### config.mk
export PLATFORM = sky130hd
export DESIGN_NAME = uart_tx_fifo
export DESIGN_NICKNAME = d
export VERILOG_FILES = /design/src/rtl/uart_tx_fifo.sv
export SDC_FILE = /design/constraint.sdc
export NUM_CORES = 1
export LEC_CHECK = 0
export ABC_CLOCK_PERIOD_IN_PS = 4300
export CORE_UTILIZATION = 49
export DETAILED_ROUTE_END_ITERATION = 6
export GPL_ROUTABILITY_DRIVEN = 0
export GPL_TIMING_DRIVEN = 0
export PLACE_DENSITY = 0.66
export REMOVE_ABC_BUFFERS = 1
export SETUP_SLACK_MARGIN = 0.2
export SLEW_MARGIN = 20
export SYNTH_ARGS = -nofsm -noshare
export SYNTH_HDL_FRONTEND = slang
export SYNTH_SLANG_ARGS = --single-unit
### constraint.sdc
create_clock -name fpga_clk -period 4.3 [get_ports fpga_clk]
set_input_delay 0.645 -clock fpga_clk [delete_from_list [all_inputs] [get_ports fpga_clk]]
set_output_delay 0.645 -clock fpga_clk [all_outputs]
set_load 0.01 [all_outputs]
### src/rtl/uart_tx_fifo.sv
// Purpose     : 8N1 UART transmitter (LSB first) fed by a circular byte FIFO.
// Latency     : 1 cycle from the accept edge to the start bit on an idle line.
// Backpressure: tx_ready drops while the FIFO holds FIFO_DEPTH bytes and during reset.
//
// Ports (uart_tx_fifo):
//   fpga_clk   - system clock, all logic on the rising edge
//   fpga_rst   - synchronous active-high reset
//   tx_data    - byte offered by the CPU I/O port
//   tx_valid   - tx_data valid this cycle
//   tx_ready   - FIFO can accept a byte this cycle
//   tx         - serial line to the PC, idle high, registered
//   busy       - FIFO non-empty or a frame in progress
//   fifo_count - bytes queued, excluding the byte being shifted out

// Purpose     : circular byte buffer with wrapping read/write pointers.
// Latency     : a push is visible at head_dat one edge later; head_dat is combinational.
// Backpressure: pushes while full and pops while empty are ignored.
//
// Ports (uart_tx_fifo_buf):
//   clk, rst           - clock and synchronous active-high reset
//   push, push_dat     - write request and data
//   pop                - advance the read pointer
//   head_dat           - oldest stored entry
//   count              - number of stored entries (0..DEPTH)
module uart_tx_fifo_buf #(
    parameter int DEPTH = 16,
    parameter int WIDTH = 8,
    parameter int CNT_W = $clog2(DEPTH) + 1
) (
    input  logic             clk,
    input  logic             rst,
    input  logic             push,
    input  logic [WIDTH-1:0] push_dat,
    input  logic             pop,
    output logic [WIDTH-1:0] head_dat,
    output logic [CNT_W-1:0] count
);

    localparam int PTR_W = $clog2(DEPTH);
    localparam logic [CNT_W-1:0] CNT_FULL = CNT_W'(DEPTH);

    logic [WIDTH-1:0] mem [DEPTH];
    logic [PTR_W-1:0] wr_ptr;
    logic [PTR_W-1:0] rd_ptr;
    logic             do_push;
    logic             do_pop;

    // Fullness is judged on the registered count only, so a pop in the same
    // cycle never lets a full buffer take another entry.
    assign do_push  = push && !rst && (count != CNT_FULL);
    assign do_pop   = pop  && !rst && (count != '0);
    assign head_dat = mem[rd_ptr];

    // Storage carries no reset; only the pointers and count define contents.
    always_ff @(posedge clk) begin
        if (do_push) begin
            mem[wr_ptr] <= push_dat;
        end
    end

    // DEPTH is a power of two, so the pointers wrap by plain overflow.
    always_ff @(posedge clk) begin
        if (rst) begin
            wr_ptr <= '0;
            rd_ptr <= '0;
            count  <= '0;
        end else begin
            if (do_push) begin
                wr_ptr <= wr_ptr + PTR_W'(1);
            end
            if (do_pop) begin
                rd_ptr <= rd_ptr + PTR_W'(1);
            end
            case ({do_push, do_pop})
                2'b10:   count <= count + CNT_W'(1);
                2'b01:   count <= count - CNT_W'(1);
                default: count <= count;
            endcase
        end
    end

endmodule

module uart_tx_fifo #(
    parameter int CLKS_PER_BIT = 868,
    parameter int FIFO_DEPTH   = 16,
    parameter int CNT_W        = $clog2(FIFO_DEPTH) + 1
) (
    input  logic             fpga_clk,
    input  logic             fpga_rst,
    input  logic [7:0]       tx_data,
    input  logic             tx_valid,
    output logic             tx_ready,
    output logic             tx,
    output logic             busy,
    output logic [CNT_W-1:0] fifo_count
);

    localparam int BAUD_W = $clog2(CLKS_PER_BIT);
    localparam logic [BAUD_W-1:0] BAUD_LAST = BAUD_W'(CLKS_PER_BIT - 1);
    localparam logic [CNT_W-1:0]  CNT_FULL  = CNT_W'(FIFO_DEPTH);

    typedef enum logic [1:0] {
        IDLE  = 2'd0,
        START = 2'd1,
        DATA  = 2'd2,
        STOP  = 2'd3
    } state_t;

    state_t            state;
    logic [BAUD_W-1:0] baud_cnt;
    logic [2:0]        bit_idx;
    logic [7:0]        shift_reg;
    logic [7:0]        head_dat;
    logic              baud_done;
    logic              fifo_empty;
    logic              push;
    logic              pop;

    assign baud_done  = (baud_cnt == BAUD_LAST);
    assign fifo_empty = (fifo_count == '0);

    assign tx_ready = !fpga_rst && (fifo_count != CNT_FULL);
    assign push     = tx_valid && tx_ready;

    // The head byte is taken either from an idle line or on the last cycle of
    // a stop bit, which chains frames with no idle gap between them.
    assign pop = !fpga_rst && !fifo_empty &&
                 ((state == IDLE) || ((state == STOP) && baud_done));

    assign busy = (state != IDLE) || !fifo_empty;

    uart_tx_fifo_buf #(
        .DEPTH (FIFO_DEPTH),
        .WIDTH (8),
        .CNT_W (CNT_W)
    ) u_buf (
        .clk      (fpga_clk),
        .rst      (fpga_rst),
        .push     (push),
        .push_dat (tx_data),
        .pop      (pop),
        .head_dat (head_dat),
        .count    (fifo_count)
    );

    // Bit timing: baud_cnt runs 0..CLKS_PER_BIT-1 within each bit; the line
    // value for the next bit is registered on the edge that ends the current
    // one, so tx only ever changes on a clock edge.
    always_ff @(posedge fpga_clk) begin
        if (fpga_rst) begin
            state     <= IDLE;
            tx        <= 1'b1;
            baud_cnt  <= '0;
            bit_idx   <= '0;
            shift_reg <= '0;
        end else begin
            case (state)
                IDLE: begin
                    tx <= 1'b1;
                    if (pop) begin
                        state     <= START;
                        shift_reg <= head_dat;
                        baud_cnt  <= '0;
                        bit_idx   <= '0;
                        tx        <= 1'b0;
                    end
                end

                START: begin
                    if (baud_done) begin
                        state    <= DATA;
                        baud_cnt <= '0;
                        tx       <= shift_reg[0];
                    end else begin
                        baud_cnt <= baud_cnt + BAUD_W'(1);
                    end
                end

                DATA: begin
                    if (baud_done) begin
                        baud_cnt <= '0;
                        if (bit_idx == 3'd7) begin
                            state <= STOP;
                            tx    <= 1'b1;
                        end else begin
                            // shift_reg[1] becomes shift_reg[0] after the shift,
                            // so drive it now to keep tx aligned with the counter.
                            bit_idx   <= bit_idx + 3'd1;
                            shift_reg <= shift_reg >> 1;
                            tx        <= shift_reg[1];
                        end
                    end else begin
                        baud_cnt <= baud_cnt + BAUD_W'(1);
                    end
                end

                STOP: begin
                    if (baud_done) begin
                        baud_cnt <= '0;
                        if (pop) begin
                            state     <= START;
                            shift_reg <= head_dat;
                            bit_idx   <= '0;
                            tx        <= 1'b0;
                        end else begin
                            state <= IDLE;
                            tx    <= 1'b1;
                        end
                    end else begin
                        baud_cnt <= baud_cnt + BAUD_W'(1);
                    end
                end

                default: begin
                    state    <= IDLE;
                    tx       <= 1'b1;
                    baud_cnt <= '0;
                    bit_idx  <= '0;
                end
            endcase
        end
    end

endmodule

==> flow_summary.toml <==
[synthesis]
synthesis.area_sq_um = 7020
ys_ff_latch = 169
synth_edf_count = 128
yosysSeqAreaShare = 0.665
yosysWarningCount = 0
synth_ff_type = "edfxtp_1"
synth.avg_cell_area_sq_um = 15.2
syn-instance-count = 463
yosysTopAreaCellShare = 0.548
synth_area_leaders = "edfxtp_1 55%, dfxtp_1 12%, mux4_2 11%"
synth_cell_types = 46
synth_top_cell_by_area = "edfxtp_1"
async_flop_share = 0

[worst_setup_path]
r2r-start = "baud_cnt[0]"
regToRegEndpoint = "u_buf.count[4]"
path_max_fanout = 9
timing.critical_path.buf_inv = 1
crit_type = "reg -> reg"
worstPathRequired_ns = 4.65
cpPeakStageDelay_ns = 0.54
critPathTopFamily = "simple AND/OR/NAND/NOR gates"
crit_slowest_cell = "or4_4"
start_kind = "register"
cp_cell_sequence = "ha_1, nand4bb_1, or4_4, a211oi_4, buf_12, ha_1, xor2_1, ha_1, a21boi_0, o211ai_1, a21oi_1, a31oi_1, or3_1, a21oi_1"
ff2ff_setup_slack_ns = 0.66
cp.arrival_ns = 3.99
r2r.worst_path.cells = 14
cp-end-kind = "register"
cp_common_cell = "ha_1"

[timing]
fin_crit_ns = 3.64
slew_viol_final = 0
timing.fmax_mhz = 275
max_slew.worst_pin.slew_ns = 0.930
slew_headroom = 0.377
finalSetupViolations = 0
timing.final.hold_violations = 0
fin_crit_sh = 0.846
grt_setup_unrepaired = "no"
setup_slack_ns = 0.662
clock_skew_ns = 0.00594

[clock_tree]
cts.clk_slew.worst_paths_ns = 0.06
cts_root_buf = "clkbuf_16"
cts_sinks = 169
clk_latency_ns = 0.42
ctsResizeCount = 0
cts_buffer_depth = 2
cts_made_buffers = 17
htree_levels = 4
cts_tree = "built"

[detailed_routing]
vias_per_cell = 5.73
totalWireLength_mm = 13.4
first_iter_violations = 328
drcViolationCount = 0
drtAntennaViolNets = 0
dr.pass1.iters = 4
wl_per_cell_microns = 19.6
vias = 3915

[power_and_ir_drop]
p_per_area_nw_per_um2 = 551
power_mw = 4.50
ir_worst_vdd_mv = 0.332
total_leakage_power_nw = 2.67

[finish]
area_growth_pct = 16.3
layout.nets = 517
layout-drive-gt1-share = 0.187
num_antenna_cells = 0
fill_cells = 1021
largest_reg_flops = 128

[floorplanning]
die_h_microns = 122
ioPinCount = 19
rows = 43
coreArea_sq_um = 13900
die_area_sq_um = 14800
die_w_microns = 122
start_util = 0.504

[grt]
grt_pass1_vias = 3914
grt_pass1_wl_mm = 21.3
antenna_found_initial = 0
grt_overflow_total = 0
grt_use_total = 0.198
grt_max_degree = 41

[placement]
hpwl_mm = 9.08
post-place-ws_ns = 0.424
io_buffers = 18

[worst_hold_path]
hold_path_end = "shift_reg[0]"
holdPathStages = 2
min_path_type = "reg -> reg"
min_from = "shift_reg[0]"

[job]
max_cap_viol_count = 0

[status]
outcome = "finished clean"
-- placed cells by master (no fill, tap or decap), types with 5 or more instances in the layout --
| cell type | count |
|---|---|
| edfxtp_1 | 128 |
| nor2_1 | 44 |
| dfxtp_1 | 38 |
| mux4_2 | 34 |
| nand2_1 | 20 |
| clkbuf_16 | 18 |
| a21oi_1 | 17 |
| clkdlybuf4s50_1 | 17 |
| ha_1 | 16 |
| inv_1 | 15 |
| mux2i_1 | 15 |
| nor3_1 | 14 |
| o21ai_0 | 10 |
| buf_4 | 9 |
| xor2_1 | 8 |
| clkbuf_8 | 7 |
| a2111oi_0 | 6 |
| and2_1 | 5 |
| or3_1 | 5 |
-- power by group --
part           switching (mW)  internal (mW)  leakage (nW)
sequential             0.0996           1.84          1.49
combinational           0.544          0.496         0.880
clock                   0.580          0.940         0.301
total                    1.22           3.28          2.67
-- worst max-delay path by stage --
stage                      from              end  slack (ns)  cells after the start
global placement       fpga_rst  u_buf.mem[1][0]       -0.87                      5
global route        baud_cnt[0]   u_buf.count[4]        0.43                     14
detailed placement  baud_cnt[0]   u_buf.count[4]        0.42                     13
finish              baud_cnt[0]   u_buf.count[4]        0.66                     14
floorplan           baud_cnt[0]   u_buf.count[4]        0.92                     13
CTS                 baud_cnt[0]   u_buf.count[4]        0.37                     13
-- repair_timing --
action                                  CTS  global route
setup buffers                             0             3
endpoints found under the setup margin    0             1
hold buffers                              0             0
-- per-layer routing --
metal	wire, microns	global-route usage	vias up
met5	0	0	-
met4	131	0.0748	0
met3	591	0.0468	12
met2	6550	0.315	96
met1	6100	0.266	1974
li1	-	-	1833
-- synth_stat cells, drive strengths merged, types with 3 or more instances --
| master | instances |
|---|---|
| ha | 16 |
| inv | 15 |
| nand2 | 20 |
| buf | 10 |
| nand3b | 3 |
| and3 | 3 |
| a2111oi | 6 |
| o21ai | 10 |
| nand4 | 4 |
| a21o | 4 |
| xnor2 | 4 |
| dfxtp | 41 |
| nor3 | 18 |
| nor2 | 44 |
| and2 | 5 |
| a21oi | 18 |
| or3 | 5 |
| mux4 | 34 |
| edfxtp | 128 |
| nand2b | 3 |
| nand3 | 3 |
| mux2i | 15 |
| o211ai | 3 |
| xor2 | 8 |
| clkbuf | 14 |
| nor4 | 7 |
-- area by class of cell --
| type | count | area [sq um] | area share |
|---|---|---|---|
| tap | 180 | 225 | 0.0276 |
| clock buffer | 27 | 554 | 0.0679 |
| sequential | 169 | 4670 | 0.572 |
| multi-input combinational | 255 | 2240 | 0.275 |
| inverter | 15 | 56.3 | 0.00690 |
| timing repair buffer | 32 | 358 | 0.0439 |
| clock inverter | 5 | 53.8 | 0.00660 |
-- per-stage QoR --
step	std cells	hold slack (ns)	util	setup TNS, ns	area [sq um]
floorplan	439	0.424	-	0	6920
global placement	637	0.442	0.526	-38.04	7320
detailed placement	648	0.449	0.539	0	7510
CTS	680	0.443	0.583	0	8120
global route	683	0.444	0.585	0	8160
finish	683	0.454	0.585	0	8160
-- logic make-up after synthesis --
kind of cell    after synthesis  synth area share
xor+xnor                     12            0.0150
compound gates               57            0.0547
fa+ha+maj                    16            0.0285
mux                          50             0.132
simple gates                120            0.0827
buf+inv                      39            0.0221
flops                       169             0.665
-- worst register-to-register path: stages, from the launching register on --
cell and delay [ns]:
dfxtp_1 0.36, ha_1 0.23, nand4bb_1 0.20, or4_4 0.54
a211oi_4 0.26, buf_12 0.17, ha_1 0.36, xor2_1 0.19
ha_1 0.19, a21boi_0 0.25, o211ai_1 0.11, a21oi_1 0.17
a31oi_1 0.07, or3_1 0.33, a21oi_1 0.14
(Power assumes the default switching activity.)
